===== src/rtl/keypad_scanner.sv =====
// 4x4 matrix keypad scanner: active-low row strobe, column sync,
// frame-based debounce and one-cycle key_valid strobe per new press.
module keypad_scanner #(
  parameter int SCAN_DIV       = 50000,
  parameter int DEBOUNCE_SCANS = 4
) (
  input  logic       clk,
  input  logic       rst,
  input  logic [3:0] col_in,
  output logic [3:0] row_out,
  output logic [3:0] key_code,
  output logic       key_valid,
  output logic       key_held
);

  localparam int CW = $clog2(SCAN_DIV);
  localparam logic [CW-1:0] CNT_MAX = CW'(SCAN_DIV - 1);
  localparam logic [3:0] STB_MAX = 4'(DEBOUNCE_SCANS);
  localparam logic [3:0] STB_ARM = 4'(DEBOUNCE_SCANS - 1);

  typedef enum logic [1:0] {
    CLS_NONE,
    CLS_ONE,
    CLS_MULTI
  } cls_e;

  typedef enum logic {
    RELEASED,
    PRESSED
  } state_e;

  logic [CW-1:0]   cnt;
  logic [1:0]      row_idx;
  logic [3:0]      col_meta;
  logic [3:0]      col_sync;
  logic [2:0][3:0] acc;
  cls_e            prev_cls;
  logic [3:0]      prev_code;
  logic [3:0]      stable_cnt;
  state_e          state;
  state_e          state_nxt;

  logic        sample;
  logic        frame_done;
  logic [15:0] frame;
  logic        one_seen;
  logic        many;
  logic [3:0]  code;
  cls_e        cls;
  logic [3:0]  cls_code;
  logic        same;
  logic [3:0]  stable_nxt;
  logic        act;

  logic [3:0] code_nxt;
  logic       valid_nxt;
  logic       held_nxt;

  assign sample     = (cnt == CNT_MAX);
  assign frame_done = sample && (row_idx == 2'd3);
  // Row 3 is classified straight from the synchroniser on its sample cycle.
  assign frame      = {~col_sync, acc};

  always_comb begin
    one_seen = 1'b0;
    many     = 1'b0;
    code     = 4'd0;
    for (int i = 0; i < 16; i++) begin
      if (frame[i]) begin
        if (one_seen) many = 1'b1;
        one_seen = 1'b1;
        code     = 4'(i);
      end
    end
  end

  always_comb begin
    cls      = CLS_NONE;
    cls_code = 4'd0;
    if (many) begin
      cls = CLS_MULTI;
    end else if (one_seen) begin
      cls      = CLS_ONE;
      cls_code = code;
    end
  end

  assign same = (cls == prev_cls) && (cls_code == prev_code);
  assign act  = same && (stable_cnt == STB_ARM);

  always_comb begin
    stable_nxt = 4'd1;
    if (same) begin
      if (stable_cnt == STB_MAX) stable_nxt = stable_cnt;
      else stable_nxt = stable_cnt + 4'd1;
    end
  end

  always_ff @(posedge clk or posedge rst) begin
    if (rst) begin
      cnt      <= '0;
      row_idx  <= 2'd0;
      row_out  <= 4'b1110;
      col_meta <= 4'b1111;
      col_sync <= 4'b1111;
      acc      <= '0;
    end else begin
      col_meta <= col_in;
      col_sync <= col_meta;
      if (sample) begin
        cnt     <= '0;
        row_idx <= row_idx + 2'd1;
        row_out <= ~(4'b0001 << (row_idx + 2'd1));
        if (row_idx != 2'd3) acc[row_idx] <= ~col_sync;
      end else begin
        cnt <= cnt + CW'(1);
      end
    end
  end

  always_ff @(posedge clk or posedge rst) begin
    if (rst) begin
      prev_cls   <= CLS_NONE;
      prev_code  <= 4'd0;
      stable_cnt <= 4'd0;
    end else if (frame_done) begin
      prev_cls   <= cls;
      prev_code  <= cls_code;
      stable_cnt <= stable_nxt;
    end
  end

  always_ff @(posedge clk or posedge rst) begin
    if (rst) begin
      state     <= RELEASED;
      key_code  <= 4'd0;
      key_valid <= 1'b0;
      key_held  <= 1'b0;
    end else begin
      state     <= state_nxt;
      key_code  <= code_nxt;
      key_valid <= valid_nxt;
      key_held  <= held_nxt;
    end
  end

  // Actions fire only on the frame where the count first saturates.
  always_comb begin
    state_nxt = state;
    code_nxt  = key_code;
    valid_nxt = 1'b0;
    held_nxt  = key_held;
    if (frame_done && act) begin
      unique case (state)
        RELEASED: begin
          if (cls == CLS_ONE) begin
            code_nxt  = cls_code;
            valid_nxt = 1'b1;
            held_nxt  = 1'b1;
            state_nxt = PRESSED;
          end
        end
        PRESSED: begin
          if (cls == CLS_ONE && cls_code != key_code) begin
            code_nxt  = cls_code;
            valid_nxt = 1'b1;
          end else if (cls == CLS_NONE) begin
            held_nxt  = 1'b0;
            state_nxt = RELEASED;
          end
        end
        default: state_nxt = RELEASED;
      endcase
    end
  end

endmodule


===== config.mk =====
export PLATFORM = sky130hd
export DESIGN_NAME = keypad_scanner
export DESIGN_NICKNAME = d
export VERILOG_FILES = /design/src/rtl/keypad_scanner.sv
export SDC_FILE = /design/constraint.sdc
export NUM_CORES = 1
export LEC_CHECK = 0
export CORE_MARGIN = 2
export CORE_UTILIZATION = 40
export DETAILED_ROUTE_END_ITERATION = 8
export GPL_ROUTABILITY_DRIVEN = 0
export PLACE_DENSITY = 0.57
export REMOVE_ABC_BUFFERS = 1
export SETUP_SLACK_MARGIN = 0.4
export SLEW_MARGIN = 10
export SYNTH_ARGS = -nofsm -noshare
export SYNTH_HDL_FRONTEND = slang
export SYNTH_SLANG_ARGS = --single-unit

===== constraint.sdc =====
create_clock -name clk -period 6.9 [get_ports clk]
set_input_delay 1.035 -clock clk [delete_from_list [all_inputs] [get_ports clk]]
set_output_delay 1.035 -clock clk [all_outputs]
set_load 0.02 [all_outputs]

==> metrics.yaml, run 1 <==
cts_sinks: 59
nets: 339
core_um2: 7610
port_buffers: 15
start_kind: "register"
cts.clk_slew.worst_paths_ps: 80
finalSetupViolations: 0
numCtsBuffers: 9
clockBufferDepth: 2
ys_seq_area_frac: 0.481
cp_slowest_stage_delay_ps: 620
swShare: 0.257
row_count: 32
gr-total-overflow: 0
max_freq_mhz: 318
cts_hold_buf: 0
period_needed_ps: 3140
antenna_found_initial: 0
viasPerCell: 5.17
cts_resized: 0
finClkSkew_ps: 13.2
netSwitchingPower_mw: 0.174
p_clk_frac: 0.437
crit_required_ps: 7130
maxCapViolations: 0
dp_hpwl_um: 4260
layout_common_cells: "dfrtp_1 (48), nand2_1 (44), o21ai_0 (26)"
die_x_um: 92.0
p_per_area_nw_per_um2: 193
holdWs_ps: 355
syn_to_final_growth_pct: 13.5
status: "finished clean"
hold_viol: 0
diodes: 0
dp.cells: 417
dr.pass1.iters: 4
die_h_um: 92.0
grt_max_degree: 60
layout_commonest_cell: "dfrtp_1"
first_global_vias: 2189
async_flop_share: 1.00
post_drt_wl_per_cell_um: 14.1
setup.worst_path.end_class: "register"
tns_ps: 0
worst_pin_slew_ps: 828
grt_usage: 0.164
syn_inst: 313
yosys.area.top_type: "dfrtp_1"
crit_fanout: 7
min-delay-path-class: "register to register"
start_util: 0.407
synth_warnings: 0
fin_cells: 433
rsz0062_at_grt: "no"
p_seq_frac: 0.522
slowest_stage: "or4_4"
p_leak_nw: 1.48
yosys.area.top_type_share: 0.388
drive_above_1_share: 0.154
path_cells: "or4_4, o31a_1, nor4_4, nand3_2, or4_4, nor4_4, mux2_1"
relSlewSlack: 0.440
yosysUniqueCellTypes: 62
p_int_mw: 0.502
wirelength_um: 6110
dieArea_um2: 8460
drt_iter0_drc: 111
drc: 0
netlist_area_um2: 3100
arrival_ps: 3370
yosys-top-cells-area: "dfrtp_1 (39%), dfstp_2 (9.3%), nand2_1 (5.3%)"
cts_htree_levels: 3
final_util: 0.462
irDropWorstVdd_mv: 0.103
io_pins: 16
critPathKind: "register to register"
grt_pass1_wl_um: 10800
synth_seq_cells: 59
timing.final.crit_share: 0.455
cts_tree: "built"
detail-route-antenna-nets: 0
combPwrFrac: 0.041
postSynthAreaPerCell_um2: 9.89
synth_edf_count: 0
drv_slew: 0
clock_latency_ps: 350
post-cts-setup-buffers: 0
synth_ff_type: "dfrtp_1"
num_vias: 2238
cts-root-buf: "clkbuf_8"
through the flow:
stage	setup slack, ps	cell area [µm²]	total power [mW]
floorplan	3940	3040	0.377
global placement	3810	3330	0.388
detailed placement	3760	3330	0.388
CTS	3740	3510	0.688
global route	3440	3510	0.707
finish	3760	3510	0.676
final timing paths:
check	start	endpoint	slack, ps	cells after the start
min in group asynchronous	rst	key_code[3]	1220	3
setup reg to reg	acc[0]	key_code[1]	3760	7
setup / recovery	acc[0]	key_code[1]	3760	7
hold / removal	col_meta[0]	col_sync[0]	360	0
hold reg to reg	col_meta[0]	col_sync[0]	360	0
max in group asynchronous	rst	acc[9]	5190	3
critical path, delay by kind of cell (launching register included):
| family | cells | cell delay [ps] |
|---|---|---|
| and+or+nand+nor | 5 | 1910 |
| DFF | 1 | 430 |
| muxes | 1 | 360 |
| AOI/OAI and AO/OA | 1 | 320 |
cell families (layout without fill, tap and decap cells):
family,after synthesis,after routing,synth area share
simple gates,132,132,0.231
buf+inv,23,41,0.0283
xor+xnor,17,17,0.0481
compound gates,64,64,0.145
fa+ha+maj,10,10,0.0380
flops,59,59,0.481
mux,8,8,0.0279
cells in the mapped netlist, drive strengths merged, types with 2 or more instances:
cell / n
maj3: 3
o21ai: 26
inv: 9
mux2: 5
a211oi: 3
and4: 2
xnor2: 7
nor4: 5
nand3b: 3
nor2: 23
nand2: 44
nor4b: 3
nor3b: 2
ha: 7
nand2b: 2
nand3: 13
a21o: 4
a2111oi: 2
a31o: 2
a22o: 3
nor3: 10
a2bb2oi: 2
o31a: 3
or4: 5
o31ai: 3
clkbuf: 12
dfstp: 11
and3: 6
a21oi: 5
mux2i: 3
nand4: 3
and2: 4
dfrtp: 48
or2: 2
or3: 2
buf: 2
xor2: 10
flip-flops by register name, summed over array words and instances (netlist names), named ones only:
name,count
row_out,4
key_valid,1
acc,12
col_meta,4
prev_code,4
col_sync,4
cnt,16
prev_cls,2
stable_cnt,4
key_held,1
key_code,4
row_idx,2
final cells by class:
type / instances / area, µm²
flip-flops and latches: 59 / 1490
multi-input cells: 231 / 1520
inverters: 9 / 33.8
clock buffers: 10 / 138
repair buffers: 16 / 158
clock inverters: 6 / 47.5
well taps: 102 / 128
fillers: 725 / 4100
power groups by stage:
| stage | clock network (mW) | logic, mW | registers, mW |
|---|---|---|---|
| final | 0.296 | 0.0277 | 0.353 |
| after global routing | 0.322 | 0.0312 | 0.353 |
| after CTS | 0.306 | 0.0283 | 0.353 |
| after detailed placement | 0 | 0.0284 | 0.359 |
| after global placement | 0 | 0.0282 | 0.360 |
| after floorplan | 0 | 0.0191 | 0.358 |
per-layer routing:
| metal | vias up | wire (µm) | GRT usage |
|---|---|---|---|
| met5 | - | 0 | 0 |
| met3 | 9 | 140 | 0.0320 |
| met1 | 1059 | 3090 | 0.233 |
| li1 | 1143 | - | - |
| met4 | 0 | 91 | 0.0709 |
| met2 | 27 | 2790 | 0.245 |
(Power assumes the default switching activity.)
==> run 2: changes to the inputs <==
clock period = 3.24 ns   (was 6.9 ns; I/O delays follow)
==> run 2 against run 1 <==
Cell count grew 5.5%. Clock-buffer cell count grew 1. Critical path depth grew 1. Clock power grew 130%. Utilization grew 4.5 points. Register-to-register slack lost 3400 ps. Clock skew shrank 7.1 ps. Worst hold slack gained 0.83 ps. Setup slack lost 3400 ps. Combinational power grew to 3.0 times the previous value. Sequential cell count is the same. Sequential power grew 110%. Largest cell class unchanged.
==> metrics.yaml, run 2 (synthesis results as in run 1) <==
gr-total-overflow: 0
dr.pass1.iters: 4
min-delay-path-class: "register to register"
maxCapViolations: 0
worst_pin_slew_ps: 501
swShare: 0.237
final_cell_area_um2: 3850
antenna_found_initial: 0
holdPathStages: 0
viasPerCell: 5.26
cts_sinks: 59
syn_to_final_growth_pct: 24.4
cts-root-buf: "clkbuf_8"
critPathKind: "register to register"
drt_iter0_drc: 130
max_freq_mhz: 345
start_kind: "register"
core_um2: 7610
grt_max_degree: 39
timing.final.crit_share: 0.894
finalSetupViolations: 0
grt_usage: 0.169
r2r_start: "acc[1]"
period_needed_ps: 2900
largest_reg_flops: 16
crit_fanout: 3
tns_ps: 0
row_count: 32
p_leak_nw: 1.64
nets: 363
p_clk_frac: 0.451
combPwrFrac: 0.054
hold_start: "col_meta[3]"
min_to: "col_sync[3]"
die_x_um: 92.0
clockBufferDepth: 2
first_global_vias: 2307
netSwitchingPower_mw: 0.360
cts.clk_slew.worst_paths_ps: 70
fillers: 695
die_h_um: 92.0
drc: 0
layout_common_cells: "nand2_1 (44), dfrtp_1 (44), o21ai_0 (24), buf_4 (24), nor2_1 (23)"
dp_hpwl_um: 4430
multi_input_area_um2: 1640
grt_pass1_wl_um: 11200
num_vias: 2403
diodes: 0
seq_area_um2: 1500
reg2reg_depth: 8
cts_tree: "built"
dp.cells: 425
ff2ff_setup_slack_ps: 340
arrival_ps: 3130
relSlewSlack: 0.665
finClkSkew_ps: 6.10
reg_top3: "cnt x16, acc x12"
start_util: 0.407
largest_register: "cnt"
dpl_cell_area_um2: 3390
drive_above_1_share: 0.259
port_buffers: 15
io_pins: 16
p_seq_frac: 0.494
setup.worst_path.end_class: "register"
rsz0062_at_grt: "yes"
status: "finished clean"
crit_required_ps: 3470
drv_slew: 0
dieArea_um2: 8460
p_int_mw: 1.16
place_ws_ps: 212
numCtsBuffers: 9
hold_viol: 0
clock_latency_ps: 340
cts_htree_levels: 3
wirelength_um: 6580
worst_slack_ps: 344
p_per_area_nw_per_um2: 395
irDropWorstVdd_mv: 0.222
fin_cells: 457
post_drt_wl_per_cell_um: 14.4
detail-route-antenna-nets: 0
## run 2: cell types whose count changed in the layout (fill, tap and decap cells not counted), moves of 2 or more
cell        previous run  this run
mux2_4                 0         3
o21ai_0               26        24
dfrtp_2                0         4
clkinvlp_4             4         2
dfrtp_1               48        44
clkinv_4               0         2
buf_4                  1        24
inv_6                  2         0
nor4b_1                3         1
mux2_1                 3         0
## run 2: metal layers
metal  wire, µm  vias to the layer above  global-route usage  share of wire
li1           -                     1199                   -              -
met1       3130                     1154               0.220           0.47
met2       3120                       37               0.268           0.47
met3        211                       13              0.0419          0.032
met4        123                        0              0.0709          0.019
met5          0                        -                   0              0
## run 2: stage by stage
| stage | util | hold slack, ps | power [mW] |
|---|---|---|---|
| 3_5_place_dp | 0.445 | 349 | 0.833 |
| 6_report | 0.506 | 356 | 1.52 |
| 5_1_grt | 0.506 | 361 | 1.58 |
| 4_1_cts | 0.490 | 358 | 1.53 |
| 3_3_place_gp | 0.445 | 346 | 0.833 |
| 2_1_floorplan | - | 345 | 0.804 |
## run 2: worst max path at each step
stage,start,to,slack [ps],cells past startpoint
after floorplan,acc[0],key_code[1],280,7
after global placement,acc[0],stable_cnt[0],230,9
after detailed placement,acc[0],key_code[1],210,7
after CTS,acc[1],key_code[2],300,9
after global routing,acc[1],key_code[2],200,10
final,acc[1],register,340,8
## run 2: power by group through the flow
stage / Sequential [mW] / Clock (mW) / Combinational, mW
finish: 0.751 / 0.686 / 0.0823
detailed placement: 0.765 / 0 / 0.0685
global route: 0.751 / 0.741 / 0.0917
global placement: 0.765 / 0 / 0.0681
floorplan: 0.763 / 0 / 0.0407
CTS: 0.751 / 0.707 / 0.0710
## run 2: layout make-up
| cell class | count | area share |
|---|---|---|
| Clock inverter | 5 | 0.0162 |
| Sequential cell | 59 | 0.388 |
| Clock buffer | 11 | 0.0367 |
| Tap cell | 102 | 0.0331 |
| Timing Repair Buffer | 40 | 0.0910 |
| Multi-Input combinational cell | 231 | 0.426 |
| Inverter | 9 | 0.00877 |
## run 2: repair_timing
action,in CTS,in global routing
pin swaps,7,7
endpoints found under the setup margin,9,10
hold buffers,0,0
resized for setup,13,15
gates cloned,0,0
setup buffers,11,5
## run 2: critical path, cell delays in order (launching register included)
cell and delay [ps]:
dfrtp_1 390, or4_4 540, o31a_4 290, nor4_4 290, nand3_2 120, or4_4 540
buf_4 170, a21oi_2 110, mux2_2 340
==> run 3: changes to the inputs <==
SLEW_MARGIN = not set   (was 10)
==> results of run 3 <==
Final layout, timing and power as in run 2 (identical DEF).
